--- config.mk ---
export PLATFORM = sky130hd
export DESIGN_NAME = button_conditioner
export DESIGN_NICKNAME = d
export VERILOG_FILES = /design/src/rtl/button_conditioner.sv
export SDC_FILE = /design/constraint.sdc
export NUM_CORES = 1
export LEC_CHECK = 0
export ABC_AREA = 1
export CAP_MARGIN = 20
export CELL_PAD_IN_SITES_DETAIL_PLACEMENT = 2
export CELL_PAD_IN_SITES_GLOBAL_PLACEMENT = 2
export CORE_ASPECT_RATIO = 0.9
export CORE_MARGIN = 10
export CORE_UTILIZATION = 36
export DETAILED_ROUTE_END_ITERATION = 16
export PLACE_DENSITY_LB_ADDON = 0.1
export SLEW_MARGIN = 20
export SYNTH_ARGS = -nofsm -noshare
export SYNTH_HDL_FRONTEND = slang
export SYNTH_SLANG_ARGS = --single-unit
--- constraint.sdc ---
create_clock -name clock -period 2.7 [get_ports clock]
set_input_delay 0.27 -clock clock [delete_from_list [all_inputs] [get_ports clock]]
set_output_delay 0.27 -clock clock [all_outputs]
set_load 0.03 [all_outputs]
--- src/rtl/button_conditioner.sv ---
// Multi-channel button conditioner: synchronizer chain, debounce filter, edge pulses.
// Optional long-press detection is enabled by defining BUTTON_CONDITIONER_LONGPRESS_EN.
module button_conditioner #(
  parameter int NUM_CH          = 4,
  parameter int SYNC_STAGES     = 2,
  parameter int DEBOUNCE_CYCLES = 1000,
  parameter int HOLD_CYCLES     = 50000000
) (
  input  logic              clock,
  input  logic              reset,
  input  logic [NUM_CH-1:0] rawIn,
  output logic [NUM_CH-1:0] levelOut,
  output logic [NUM_CH-1:0] risePulse,
  output logic [NUM_CH-1:0] fallPulse,
  output logic [NUM_CH-1:0] longPress
);

  localparam int CW = $clog2(DEBOUNCE_CYCLES + 1);
  localparam logic [CW-1:0] DB_LAST = CW'(DEBOUNCE_CYCLES - 1);

  if (NUM_CH < 1 || NUM_CH > 32) begin : g_bad_num_ch
    $error("button_conditioner: NUM_CH must be in 1..32");
  end
  if (SYNC_STAGES < 2) begin : g_bad_sync
    $error("button_conditioner: SYNC_STAGES must be at least 2");
  end
  if (DEBOUNCE_CYCLES < 1) begin : g_bad_debounce
    $error("button_conditioner: DEBOUNCE_CYCLES must be at least 1");
  end
  if (HOLD_CYCLES < 1) begin : g_bad_hold
    $error("button_conditioner: HOLD_CYCLES must be at least 1");
  end

  logic [NUM_CH-1:0] sync_q [SYNC_STAGES];
  logic [NUM_CH-1:0] sync_d [SYNC_STAGES];
  logic [CW-1:0]     cnt_q  [NUM_CH];
  logic [CW-1:0]     cnt_d  [NUM_CH];
  logic [NUM_CH-1:0] level_q, level_d;
  logic [NUM_CH-1:0] rise_q, rise_d;
  logic [NUM_CH-1:0] fall_q, fall_d;
  logic [NUM_CH-1:0] long_q, long_d;

  always_comb begin
    sync_d[0] = rawIn;
    for (int s = 1; s < SYNC_STAGES; s++) begin
      sync_d[s] = sync_q[s-1];
    end
  end

  // A change is accepted on the DEBOUNCE_CYCLES-th consecutive mismatch.
  always_comb begin
    level_d = level_q;
    rise_d  = '0;
    fall_d  = '0;
    for (int i = 0; i < NUM_CH; i++) begin
      cnt_d[i] = '0;
      if (sync_q[SYNC_STAGES-1][i] != level_q[i]) begin
        if (cnt_q[i] == DB_LAST) begin
          level_d[i] = ~level_q[i];
          rise_d[i]  = ~level_q[i];
          fall_d[i]  = level_q[i];
        end else begin
          cnt_d[i] = cnt_q[i] + CW'(1);
        end
      end
    end
  end

  always_ff @(posedge clock) begin
    if (reset) begin
      for (int s = 0; s < SYNC_STAGES; s++) begin
        sync_q[s] <= '0;
      end
      for (int i = 0; i < NUM_CH; i++) begin
        cnt_q[i] <= '0;
      end
      level_q <= '0;
      rise_q  <= '0;
      fall_q  <= '0;
      long_q  <= '0;
    end else begin
      for (int s = 0; s < SYNC_STAGES; s++) begin
        sync_q[s] <= sync_d[s];
      end
      for (int i = 0; i < NUM_CH; i++) begin
        cnt_q[i] <= cnt_d[i];
      end
      level_q <= level_d;
      rise_q  <= rise_d;
      fall_q  <= fall_d;
      long_q  <= long_d;
    end
  end

`ifdef BUTTON_CONDITIONER_LONGPRESS_EN
  localparam int HW = $clog2(HOLD_CYCLES + 1);
  localparam logic [HW-1:0] HOLD_MAX  = HW'(HOLD_CYCLES);
  localparam logic [HW-1:0] HOLD_LAST = HW'(HOLD_CYCLES - 1);

  logic [HW-1:0] hold_q [NUM_CH];
  logic [HW-1:0] hold_d [NUM_CH];

  // Saturating at HOLD_CYCLES guarantees a single pulse per press.
  always_comb begin
    long_d = '0;
    for (int i = 0; i < NUM_CH; i++) begin
      hold_d[i] = '0;
      if (level_q[i]) begin
        hold_d[i] = hold_q[i];
        if (hold_q[i] != HOLD_MAX) begin
          hold_d[i] = hold_q[i] + HW'(1);
        end
        long_d[i] = (hold_q[i] == HOLD_LAST);
      end
    end
  end

  always_ff @(posedge clock) begin
    if (reset) begin
      for (int i = 0; i < NUM_CH; i++) begin
        hold_q[i] <= '0;
      end
    end else begin
      for (int i = 0; i < NUM_CH; i++) begin
        hold_q[i] <= hold_d[i];
      end
    end
  end
`else
  always_comb begin
    long_d = '0;
  end
`endif

  assign levelOut  = level_q;
  assign risePulse = rise_q;
  assign fallPulse = fall_q;
  assign longPress = long_q;

endmodule

==> results.json <==
{
  "outcome": "finished clean",
  "pre_cts_slack_ns": 0.8475,
  "cts_setup_buffers": 0,
  "clock.fmax_mhz": 586.9,
  "nNetsFinal": 377,
  "clock_skew_ns": 0.01160,
  "cellPowerDensity_nw_per_um2": 531.9,
  "setup_violations": 0,
  "async_flop_share": 0,
  "first_iter_violations": 27,
  "r2r_end": "cnt_q[0][4]",
  "cts.sinks": 60,
  "fp.dieH_um": 100.2,
  "synth_compound_area_frac": 0.03256,
  "vias_per_cell": 4.610,
  "cts_htree_levels": 3,
  "diodes": 0,
  "r2r-start": "cnt_q[0][0]",
  "path_buf_inv": 1,
  "syn_area_um2": 2575,
  "drive_gt1_frac": 0.09704,
  "hp-class": "flip-flop to flip-flop",
  "fin_crit_sh": 0.6311,
  "drv_slew": 0,
  "crit_path_start": "levelOut[1]",
  "synth_top_family_by_area": "simple AND/OR/NAND/NOR gates",
  "synth-edff-count": 0,
  "cp_top_family": "buffers and inverters",
  "finalHoldViolCount": 0,
  "reg2reg_slack_ns": 1.36,
  "drt.antenna.violating_nets": 0,
  "grt_max_degree": 11,
  "placedCellCount": 449,
  "dieArea_um2": 10940,
  "synth-adder-area-share": 0.01944,
  "critPathCaptureType": "primary output",
  "ys_seq_area_frac": 0.4665,
  "ir_drop_mv": 0.3050,
  "cts_tree": "done",
  "holdWs_ns": 0.3991,
  "synth_flop_cell": "dfxtp_1",
  "synth_xor_area_frac": 0.04082,
  "cts-resized-gates": 0,
  "final_cells": 464,
  "grt_setup_unrepaired": "no",
  "wl_um": 5913,
  "fin_tns_setup_ns": 0,
  "drc_errors": 0,
  "path_class": "flip-flop to primary output",
  "yosys-top-cells-count": "70 x nor2_1, 60 x dfxtp_1, 59 x nand2_1",
  "ys_warn_count": 0,
  "yosysTopAreaCell": "dfxtp_1",
  "core_um2": 7003,
  "r2r_cells": 6,
  "root_buffer": "clkbuf_8",
  "io_pins": 22,
  "muxShareOfSynthArea": 0,
  "synth.avg_cell_area_um2": 7.551,
  "critPathLaunchType": "flip-flop",
  "critPathRequiredTime_ns": 2.43,
  "tightest_slew_ns": 0.5088,
  "path_max_fanout": 4,
  "grt_pass1_wl_um": 10590,
  "p_leak_nw": 1.119,
  "clockBufferDepth": 2,
  "crit_end": "levelOut[1]",
  "vias": 2139,
  "syn_inst": 341,
  "synth_top_area_share": 0.4665,
  "dp_hpwl_um": 4401,
  "design_area_um2": 2982,
  "hold_buffers": 0,
  "worstHoldStart": "sync_q[0][2]",
  "portBuffers": 17,
  "synth.most_common_cell": "nor2_1",
  "drtPass1Iterations": 4,
  "cts_buffers": 9,
  "slowest_delay_ns": 0.70,
  "relSlewSlack": 0.6597,
  "worstHoldPathCells": 2,
  "antenna_found_initial": 0,
  "grtUsageTotal": 0.1193,
  "grt_pass1_vias": 2348,
  "period_minus_slack_ns": 1.704,
  "syn_to_final_growth_pct": 15.79,
  "ys_ff_latch": 60,
  "gr-total-overflow": 0,
  "layout_setup_ws_ns": 0.9961,
  "cap_viol_max_count": 0,
  "insertion_delay_ns": 0.33,
  "placed_area_um2": 2831,
  "clk_pin_slew_ns": 0.07,
  "ys_types": 28,
  "dieWidth_um": 109.2,
  "arrival_ns": 1.43,
  "start_util": 0.3677,
  "synthSimpleGateAreaFrac": 0.3431,
  "path_cells": "clkdlybuf4s50_1",
  "fp-row-count": 29,
  "synth_area_leaders": "dfxtp_1 47%, nor2_1 10%, nand2_1 8.6%",
  "cpMaxStageDelayCell": "clkdlybuf4s50_1",
  "gp_congestion": 0.7264,
  "crit_cells": 1,
  "wl_per_cell_um": 12.74
}
[cells in the final DEF, fill, tap and decap left out, types with 5 or more instances in the layout]
master / count
clkdlybuf4s50_1: 17
nand2_1: 59
nand4_1: 5
nor3_1: 9
xor2_1: 10
nand3_1: 23
nor2_1: 70
a21oi_1: 13
nor3_2: 5
clkbuf_8: 9
dfxtp_1: 60
nand2_2: 7
inv_1: 51
[how the worst min path moves through the flow]
| stage | slack [ns] | to |
|---|---|---|
| floorplan | 0.38 | sync_q[0][0] |
| global placement | 0.39 | sync_q[0][6] |
| detailed placement | 0.40 | sync_q[0][5] |
| CTS | 0.41 | sync_q[0][6] |
| global route | 0.43 | sync_q[0][6] |
| finish | 0.40 | sync_q[0][6] |
[kinds of logic (layout without fill, tap and decap cells)]
| family | after synthesis | count (layout) |
|---|---|---|
| adder cells (fa/ha/maj) | 4 | 4 |
| buffers and inverters | 58 | 85 |
| AO/OA/AOI/OAI | 16 | 16 |
| flip-flops | 60 | 60 |
| XOR/XNOR | 12 | 12 |
| other | 1 | 4 |
| AND/OR/NAND/NOR | 190 | 190 |
[state kept, by name, summed over array words and instances (netlist names)]
signal	flops
risePulse	4
levelOut	4
cnt_q	40
fallPulse	4
sync_q	8
[per-layer routing]
| metal | track usage | up-vias | wire length (um) |
|---|---|---|---|
| li1 | - | 1097 | - |
| met1 | 0.1293 | 1014 | 2598 |
| met2 | 0.2098 | 24 | 2997 |
| met3 | 0.04548 | 4 | 268 |
| met4 | 0.03546 | 0 | 49 |
| met5 | 0 | - | 0 |
[area by class of cell]
cell class                 count  area [um2]
clock buffer                  12       135.1
clock inverter                 3       15.01
fill                         824        4021
inverter                      53       206.4
multi-input combinational    226        1137
sequential                    60        1201
tap                           93       116.4
timing repair buffer          17       170.2
[worst reg2reg max path: cells and delay by family (launching register included)]
family / cells / cell delay, ns
AND/OR/NAND/NOR: 5 / 0.68
flip-flops: 1 / 0.37
adder cells (fa/ha/maj): 1 / 0.19
[where the power goes]
group	total (mW)	switching, mW	internal [mW]
Sequential	0.897	0.00410	0.893
Clock	0.649	0.325	0.324
Combinational	0.0404	0.0269	0.0134
[metrics by stage]
step	total power, mW	utilization
floorplan	0.9485	-
global placement	0.9553	0.4043
detailed placement	0.9571	0.4043
CTS	1.622	0.4258
global route	1.671	0.4258
finish	1.586	0.4258
Note: power is estimated with default switching activity, not from simulation.
